## src/rtl/ckegen_pkg.sv

```systemverilog
// Shared types for the clock-enable generator bank: channel mode and sequencer state.
package ckegen_pkg;

    typedef enum logic [1:0] {
        MODE_OFF     = 2'd0,
        MODE_CONT    = 2'd1,
        MODE_ONESHOT = 2'd2
    } ckemode_t;

    typedef enum logic [1:0] {
        ST_IDLE  = 2'd0,
        ST_DELAY = 2'd1,
        ST_RUN   = 2'd2
    } ckestate_t;

endpackage

```

## src/rtl/ckegen_ch.sv

```systemverilog
// One clock-enable channel: shadow/live configuration, IDLE/DELAY/RUN sequencer,
// and pulse/level/active decode from the registered state.
module ckegen_ch
    import ckegen_pkg::*;
#(
    parameter int W          = 26,
    parameter int DEF_PERIOD = 50000000,
    parameter int AUTO_START = 1
) (
    input  logic         clk,
    input  logic         rst,
    input  logic         we,
    input  logic [W-1:0] cfg_period,
    input  logic [W-1:0] cfg_high,
    input  logic [W-1:0] cfg_phase,
    input  ckemode_t     cfg_mode,
    input  logic         sync,
    output logic         pulse,
    output logic         level,
    output logic         active
);
    localparam logic [W-1:0] RST_PERIOD = W'(DEF_PERIOD);
    localparam logic [W-1:0] RST_HIGH   = W'(DEF_PERIOD >> 1);
    localparam ckemode_t     RST_MODE   = (AUTO_START != 0) ? MODE_CONT : MODE_OFF;
    localparam ckestate_t    RST_STATE  = (AUTO_START != 0) ? ST_RUN : ST_IDLE;

    ckestate_t    state_r, state_s;
    logic [W-1:0] cnt_r, cnt_s, dcnt_r, dcnt_s;
    logic [W-1:0] sh_period_r, sh_high_r, sh_phase_r;
    ckemode_t     sh_mode_r;
    logic [W-1:0] lv_period_r, lv_high_r, lv_phase_r;
    logic [W-1:0] lv_period_s, lv_high_s, lv_phase_s;
    ckemode_t     lv_mode_r, lv_mode_s;
    logic [W-1:0] ef_period_s, ef_high_s, ef_phase_s;
    ckemode_t     ef_mode_s;
    logic [W-1:0] last_s;
    logic         restart_s;

    // Shadow as seen this cycle (a concurrent write lands first) and the wrap count; period 0 acts as 1
    always_comb begin
        if (we) begin
            ef_period_s = cfg_period;
            ef_high_s   = cfg_high;
            ef_phase_s  = cfg_phase;
            ef_mode_s   = cfg_mode;
        end else begin
            ef_period_s = sh_period_r;
            ef_high_s   = sh_high_r;
            ef_phase_s  = sh_phase_r;
            ef_mode_s   = sh_mode_r;
        end
        if (lv_period_r == W'(0)) begin
            last_s = W'(0);
        end else begin
            last_s = lv_period_r - W'(1);
        end
    end

    // Next-state logic: restart (sync or start from IDLE), phase delay, period counting and wrap
    always_comb begin
        state_s     = state_r;
        cnt_s       = cnt_r;
        dcnt_s      = dcnt_r;
        lv_period_s = lv_period_r;
        lv_high_s   = lv_high_r;
        lv_phase_s  = lv_phase_r;
        lv_mode_s   = lv_mode_r;
        restart_s   = (sync && (ef_mode_s != MODE_OFF)) ||
                      ((state_r == ST_IDLE) && we && (cfg_mode != MODE_OFF));
        if (restart_s) begin
            lv_period_s = ef_period_s;
            lv_high_s   = ef_high_s;
            lv_phase_s  = ef_phase_s;
            lv_mode_s   = ef_mode_s;
            cnt_s       = W'(0);
            dcnt_s      = W'(0);
            if (ef_phase_s != W'(0)) begin
                state_s = ST_DELAY;
            end else begin
                state_s = ST_RUN;
            end
        end else begin
            case (state_r)
                ST_IDLE: begin
                    if (we) begin
                        lv_period_s = ef_period_s;
                        lv_high_s   = ef_high_s;
                        lv_phase_s  = ef_phase_s;
                        lv_mode_s   = ef_mode_s;
                    end else begin
                        state_s = ST_IDLE;
                    end
                end
                ST_DELAY: begin
                    if (dcnt_r == lv_phase_r - W'(1)) begin
                        state_s = ST_RUN;
                        cnt_s   = W'(0);
                        dcnt_s  = W'(0);
                    end else begin
                        dcnt_s = dcnt_r + W'(1);
                    end
                end
                ST_RUN: begin
                    if (cnt_r == last_s) begin
                        lv_period_s = ef_period_s;
                        lv_high_s   = ef_high_s;
                        lv_phase_s  = ef_phase_s;
                        lv_mode_s   = ef_mode_s;
                        cnt_s       = W'(0);
                        if ((ef_mode_s == MODE_OFF) || (lv_mode_r == MODE_ONESHOT)) begin
                            state_s = ST_IDLE;
                        end else begin
                            state_s = ST_RUN;
                        end
                    end else begin
                        cnt_s = cnt_r + W'(1);
                    end
                end
                default: begin
                    state_s = ST_IDLE;
                    cnt_s   = W'(0);
                    dcnt_s  = W'(0);
                end
            endcase
        end
    end

    // State, counter and configuration registers; reset drops any pending shadow write
    always_ff @(posedge clk or posedge rst) begin
        if (rst) begin
            state_r     <= RST_STATE;
            cnt_r       <= W'(0);
            dcnt_r      <= W'(0);
            sh_period_r <= RST_PERIOD;
            sh_high_r   <= RST_HIGH;
            sh_phase_r  <= W'(0);
            sh_mode_r   <= RST_MODE;
            lv_period_r <= RST_PERIOD;
            lv_high_r   <= RST_HIGH;
            lv_phase_r  <= W'(0);
            lv_mode_r   <= RST_MODE;
        end else begin
            state_r     <= state_s;
            cnt_r       <= cnt_s;
            dcnt_r      <= dcnt_s;
            sh_period_r <= ef_period_s;
            sh_high_r   <= ef_high_s;
            sh_phase_r  <= ef_phase_s;
            sh_mode_r   <= ef_mode_s;
            lv_period_r <= lv_period_s;
            lv_high_r   <= lv_high_s;
            lv_phase_r  <= lv_phase_s;
            lv_mode_r   <= lv_mode_s;
        end
    end

    assign pulse  = ~rst & (state_r == ST_RUN) & (cnt_r == W'(0));
    assign level  = ~rst & (state_r == ST_RUN) & (cnt_r < lv_high_r);
    assign active = ~rst & (state_r != ST_IDLE);

endmodule

```

## src/rtl/ckegen_bank.sv

```systemverilog
// Bank of N_CH independent clock-enable channels: configuration write demux and sync fan-out.
module ckegen_bank
    import ckegen_pkg::*;
#(
    parameter int N_CH       = 4,
    parameter int W          = 26,
    parameter int DEF_PERIOD = 50000000,
    parameter int AUTO_START = 1,
    localparam int CW        = (N_CH > 1) ? $clog2(N_CH) : 1
) (
    input  logic            clk,
    input  logic            rst,
    input  logic            cfg_we,
    input  logic [CW-1:0]   cfg_ch,
    input  logic [W-1:0]    cfg_period,
    input  logic [W-1:0]    cfg_high,
    input  logic [W-1:0]    cfg_phase,
    input  ckemode_t        cfg_mode,
    input  logic            sync,
    output logic [N_CH-1:0] pulse,
    output logic [N_CH-1:0] level,
    output logic [N_CH-1:0] active
);
    logic [N_CH-1:0] we_s;

    if (W < $clog2(DEF_PERIOD)) begin : g_width_check
        $error("ckegen_bank: W is too narrow to hold DEF_PERIOD");
    end

    // Channel indices at or beyond N_CH match no instance, so such writes fall away
    for (genvar i = 0; i < N_CH; i++) begin : g_ch
        assign we_s[i] = cfg_we && (cfg_ch == CW'(i));

        ckegen_ch #(
            .W          (W),
            .DEF_PERIOD (DEF_PERIOD),
            .AUTO_START (AUTO_START)
        ) u_ch (
            .clk        (clk),
            .rst        (rst),
            .we         (we_s[i]),
            .cfg_period (cfg_period),
            .cfg_high   (cfg_high),
            .cfg_phase  (cfg_phase),
            .cfg_mode   (cfg_mode),
            .sync       (sync),
            .pulse      (pulse[i]),
            .level      (level[i]),
            .active     (active[i])
        );
    end

endmodule

```

## config.mk

```make
export PLATFORM = sky130hd
export DESIGN_NAME = ckegen_bank
export DESIGN_NICKNAME = d
export VERILOG_FILES = /design/src/rtl/ckegen_pkg.sv /design/src/rtl/ckegen_ch.sv /design/src/rtl/ckegen_bank.sv
export SDC_FILE = /design/constraint.sdc
export NUM_CORES = 2
export LEC_CHECK = 0
export ABC_AREA = 1
export BUFFER_PORTS_ARGS = -buffer_cell sky130_fd_sc_hd__buf_2
export CORE_ASPECT_RATIO = 1.75
export CORE_UTILIZATION = 45
export DETAILED_ROUTE_END_ITERATION = 10
export PLACE_DENSITY_LB_ADDON = 0.08
export SYNTH_ARGS = -nofsm -noshare
export SYNTH_HDL_FRONTEND = slang
export SYNTH_SLANG_ARGS = --single-unit
```

## constraint.sdc

```tcl
create_clock -name clk -period 29.1 [get_ports clk]
set_input_delay 1.455 -clock clk [delete_from_list [all_inputs] [get_ports clk]]
set_output_delay 1.455 -clock clk [all_outputs]
set_load 0.01 [all_outputs]
```

Yosys cells after proc, flatten, opt, wreduce, memory -nomap -nowiden
Cells that the tools add are included.
W data, S select, Z words.
{ "word_totals": {"register_bits": 856, "latch_bits": 0, "mem_bits_rw": 0, "rom_bits": 0, "in_bits": 86, "mem_count": 0} }
{ "op_classes": {"n_addsub": 16, "mul": 0, "n_div": 0, "magnitude_cmp": 4, "n_eq_ne": 47, "shift": 0, "mux": 140, "bitwise_logic": 17, "reduce_logical": 74} }
{ "ops": {"columns": ["op", "n"], "rows": [
  ["$mux W26", 72],
  ["$pmux W26 S2", 16],
  ["$pmux W26 S3", 4],
  ["$add A26 B1 Y26 const B", 8],
  ["$eq A26 B26 Y1", 8],
  ["$logic_not A26 Y1", 8],
  ["$sub A26 B1 Y26 const B", 8],
  ["$lt A26 B26 Y1", 4],
  ["$reduce_bool A26 Y1", 4],
  ["$mux W2", 40],
  ["$ne A3 B1 Y1 const B", 12],
  ["$pmux W2 S3", 4],
  ["$reduce_and A3 Y1", 8],
  ["$eq A2 B2 Y1 const B", 10],
  ["$logic_not A2 Y1", 9],
  ["$reduce_bool A2 Y1", 9],
  ["$and A1 B1 Y1", 16],
  ["$logic_and A1 B1 Y1", 16],
  ["$ne A2 B1 Y1 const B", 8],
  ["$pmux W2 S2", 4],
  ["$ne A3 B3 Y1 const B", 4],
  ["$reduce_bool A3 Y1", 4],
  ["$eq A2 B1 Y1 const B", 5],
  ["$logic_or A1 B1 Y1", 8],
  ["other kinds (3)", 9]
]} }

Logic depth before layout (Yosys ltp)
{ "depth": {"ltp_word": 9, "mapped_depth": 23, "mapped_depth_nobuf": 21} }

By module
A second synthesis with hierarchy kept.
{ "unflattened": {"cells_unflattened": 7056, "hier_area_um2": 50830.0} }
{ "modules_own_cells": {"columns": ["module", "instances", "cells_per_inst", "area_per_inst_um2", "seq_area_each_um2"], "rows": [
  ["ckegen_ch (g_ch[0].u_ch ...)", 2, 1749, 12543.3, 5418.9],
  ["ckegen_ch (g_ch[3].u_ch)", 1, 1766, 13075.0, 5418.9],
  ["ckegen_ch (g_ch[2].u_ch)", 1, 1784, 12638.4, 5418.9],
  ["ckegen_bank", 1, 8, 30.0, 0.0]
]} }

Least setup slack after synthesis
Ideal clock, no wire load.
{ "synth_timing": {"kind": "input -> output", "startpoint": "input rst", "endpoint": "output pulse[3]", "arrival_time_ps": 20740, "required_ps": 27645, "slack_ps": 6905, "path_stages": 6, "n_path_buf": 1, "path_cell_list": "inv_1 nand2_1 nor4_1 nand3_1 nor4_1 buf_4"} }
{ "synth_between": {"elab_chain_len": 3} }
{ "synth_rtl": {"columns": ["item", "line_no", "source"], "rows": [
  ["from (decl)", "ckegen_bank.sv:12", "input logic rst,"],
  ["$not A1 Y1", "ckegen_ch.sv:157", "assign pulse = ~rst & (state_r == ST_RUN) & (cnt_r == W'(0));"],
  ["$and A1 B1 Y1 (2 in series)", "ckegen_ch.sv:157", null],
  ["to (decl)", "ckegen_bank.sv:20", "output logic [N_CH-1:0] pulse,"]
]} }
Every way passes these cells.

Worst setup path in the final report
Same ends and word-level chain as after synthesis.

==> summary.md <==
| Metric | Value |
|---|---|
| Run status | completed |
| Crit path time final | 6.48 ns |
| Final-report setup violation count | 0 |
| Post-synthesis xor/xnor area fraction | 0.0337 |
| Compound-cell area share of the yosys netlist | 0.0565 |
| Row count | 161 |
| Core area | 110000 sq um |
| Area contributors post-synth | dfrtp_1, nand2_1, dfstp_2 |
| Dpl hpwl | 114000 microns |
| Clock sink total | 856 |
| Power Density | 90.8 nW/um^2 |
| DRC | 0 |
| DR pass1 iterations | 5 |
| Area leader, netlist | dfrtp_1 |
| Synth Warn # | 0 |
| Area share of the leading cell type in the synthesized netlist | 0.327 |
| First DRT Iteration DRCs | 3105 |
| Final #Nets | 7097 |
| Fin crit share | 0.223 |
| Total gr overflow | 0 |
| Routed via count | 44.6k |
| Distinct cells, synth | 49 |
| Root buf cell | clkbuf_16 |
| VDD IR max | 0.0467 mV |
| Total power | 0.00495 W |
| Worst-Skew Late Latency | 0.71 ns |
| Peak Freq | 154 MHz |
| Die Y | 442 microns |
| CP Class | primary input to output pin |
| Drt total wl | 155000 microns |
| Final Hold Vio Count | 0 |
| Final clock skew | 0.0288 ns |
| Syn_nets | 7115 |
| Post-DRT Antenna Nets | 0 |
| Worst-Margin Slew | 1.28 ns |
| Pleak | 27.3 nW |
| Die width | 254 microns |
| Layout cells sized above 1 | 0.0903 |
| First-pass GRT wire length | 243000 microns |
| WHS | 0.462 ns |
| Seq cells post-synth | 856 |
| Clock transition at the registers of the reported paths | 0.06 ns |
| Total die area | 112000 sq um |
| Worst min path class | flip-flop to flip-flop |
| I/O Buffers | 97 |
| Total GRT Usage | 0.279 |
| Largest net degree at the start of global routing | 181 |
| Area Growth Syn to Fin | 9.31% |
| Crit end category | output pin |
| RSZ-0062 raised after global routing | no |
| Final Wtd Congestion | 0.924 |
| Sequential share of the synthesized area | 0.434 |
| Main combinational cell family by area after synthesis | simple AND/OR/NAND/NOR gates |
| Vias/cell | 5.29 |
| Post-Syn Area | 49900 sq um |
| H-tree lvl count | 3 |
| Total setup buffers inserted after CTS | 0 |
| Total CTS buffers | 86 |
| Hold depth | 2 |
| FFs w/ async S/R, synth | 1.00 |
| CTS tree | yes |
| Synth Instances | 6897 |
| Pins Over Slew Limit | 0 |
| I/O pins | 98 |
| CP Data Arrival Time | 5.02 ns |
| Vias in the first global route | 42.8k |
| Wire per inst | 18.4 microns |
| Top_reg_cell synth | dfrtp_1 |
| Starting Density | 0.454 |
| Antenna violations before repair | 7 |
| Setup TNS | 0 ns |
| Reg2Reg Depth | 21 |
| Mux contribution to synthesized area | 0 |
| Simple-gate area share of the yosys netlist | 0.359 |
| CP Launch Type | primary input |
| Max Root-Sink Buffers | 3 |
| Post-CTS Resized | 0 |
| Synthesized area per cell | 7.23 sq um |
| Max FO, Critical Path | 110 |
| Hold-fix buffers at CTS | 0 |
| CP required | 27.65 ns |
| EDFF count, synth | 0 |
| Relative slew slack | 0.150 |
| Max-cap violations | 0 |
| Adder-cell share of the synthesized area | 0.0331 |
[per-stage QoR]
| step | cells | instance area (sq um) | setup WS [ns] | util |
|---|---|---|---|---|
| after floorplan | 6897 | 49900 | 3.85 | - |
| after global placement | 8258 | 51300 | 22.66 | 0.467 |
| after detailed placement | 8258 | 51300 | 22.55 | 0.467 |
| after CTS | 8420 | 54500 | 22.55 | 0.496 |
| after global routing | 8421 | 54500 | 22.27 | 0.496 |
| final | 8424 | 54500 | 22.62 | 0.496 |
[area by class of cell]
| class | instances | area [sq um] |
|---|---|---|
| Antenna cell | 4 | 10.0 |
| Clock buffer | 117 | 2560 |
| Clock inverter | 45 | 659 |
| Fill cell | 11159 | 55400 |
| Inverter | 727 | 2740 |
| Multi-Input combinational cell | 5057 | 24200 |
| Sequential cell | 856 | 21700 |
| Tap cell | 1467 | 1840 |
| Timing Repair Buffer | 151 | 903 |
[logic make-up (layout without fill, tap and decap cells)]
kind of cell,after synthesis,in the layout
AO/OA/AOI/OAI,532,532
buffers and inverters,984,1040
AND/OR/NAND/NOR,4201,4201
adder cells (fa/ha/maj),132,132
flip-flops,856,856
other,0,4
XOR/XNOR,192,192
[cell usage in the layout (no fill, tap or decap), drive strengths merged, types with 4 or more instances in the layout]
cell type | netlist | layout
a211oi | 4 | 4
a21boi | 6 | 6
a21oi | 88 | 88
buf | 143 | 151
bufinv | 0 | 13
clkbuf | 114 | 117
clkinv | 1 | 19
dfrtp | 652 | 652
dfstp | 204 | 204
diode | 0 | 4
ha | 132 | 132
inv | 726 | 737
nand2 | 2249 | 2249
nand3 | 740 | 740
nand3b | 24 | 24
nand4 | 243 | 243
nor2 | 774 | 774
nor3 | 80 | 80
nor4 | 56 | 56
o2111ai | 4 | 4
o211ai | 4 | 4
o21ai | 391 | 391
o21bai | 18 | 18
o221ai | 4 | 4
or2 | 28 | 28
xnor2 | 49 | 49
xor2 | 143 | 143
[cells in the mapped netlist, drive strengths merged (56+ instances only)]
| library cell | count |
|---|---|
| nor3 | 80 |
| nand2 | 2249 |
| nor4 | 56 |
| clkbuf | 114 |
| nand4 | 243 |
| nand3 | 740 |
| ha | 132 |
| dfrtp | 652 |
| xor2 | 143 |
| dfstp | 204 |
| inv | 726 |
| buf | 143 |
| o21ai | 391 |
| nor2 | 774 |
| a21oi | 88 |
[final timing paths]
check / start / endpoint / slack [ns]
max: rst / pulse[3] / 22.62
min: g_ch[1].u_ch.lv_high_r[22] / g_ch[1].u_ch.lv_high_r[22] / 0.46
max reg2reg: g_ch[3].u_ch.lv_period_r[0] / g_ch[3].u_ch.lv_period_r[11] / 24.17
min reg2reg: g_ch[1].u_ch.lv_high_r[22] / g_ch[1].u_ch.lv_high_r[22] / 0.46
max in group asynchronous: rst / g_ch[3].u_ch.sh_period_r[10] / 25.13
min in group asynchronous: rst / g_ch[0].u_ch.lv_phase_r[8] / 0.99
[flip-flops by register name (all words and copies together) (netlist names)]
signal and count:
g_ch.u_ch.cnt_r 104, g_ch.u_ch.sh_high_r 104, g_ch.u_ch.dcnt_r 104, g_ch.u_ch.lv_phase_r 104, g_ch.u_ch.sh_phase_r 104, g_ch.u_ch.lv_mode_r 8, g_ch.u_ch.lv_period_r 104, g_ch.u_ch.sh_period_r 104
g_ch.u_ch.lv_high_r 104, g_ch.u_ch.sh_mode_r 8, g_ch.u_ch.state_r 8
[routing by layer]
layer / vias up / GRT usage / share of wire
met2: 944 / 0.483 / 0.50
met5: - / 0 / 0
met3: 310 / 0.0272 / 0.038
li1: 22095 / - / -
met1: 21250 / 0.350 / 0.42
met4: 0 / 0.123 / 0.044
[where the power goes]
| group | internal (W) | switching (W) | leakage, nW | total, W |
|---|---|---|---|---|
| clock | 0.000742 | 0.000526 | 1.58 | 0.00127 |
| combinational | 0.000582 | 0.00127 | 15.1 | 0.00186 |
| sequential | 0.00155 | 0.000281 | 10.6 | 0.00183 |
| total | 0.00287 | 0.00208 | 27.3 | 0.00495 |
[worst max-delay path: stages]
cell,delay [ns]
buf_2,0.17
inv_8,0.58
buf_4,0.70
buf_4,0.68
nand2_1,0.23
nor4_1,0.30
nand3_1,0.20
nor4_1,0.40
buf_2,0.22
(Power assumes the default switching activity.)
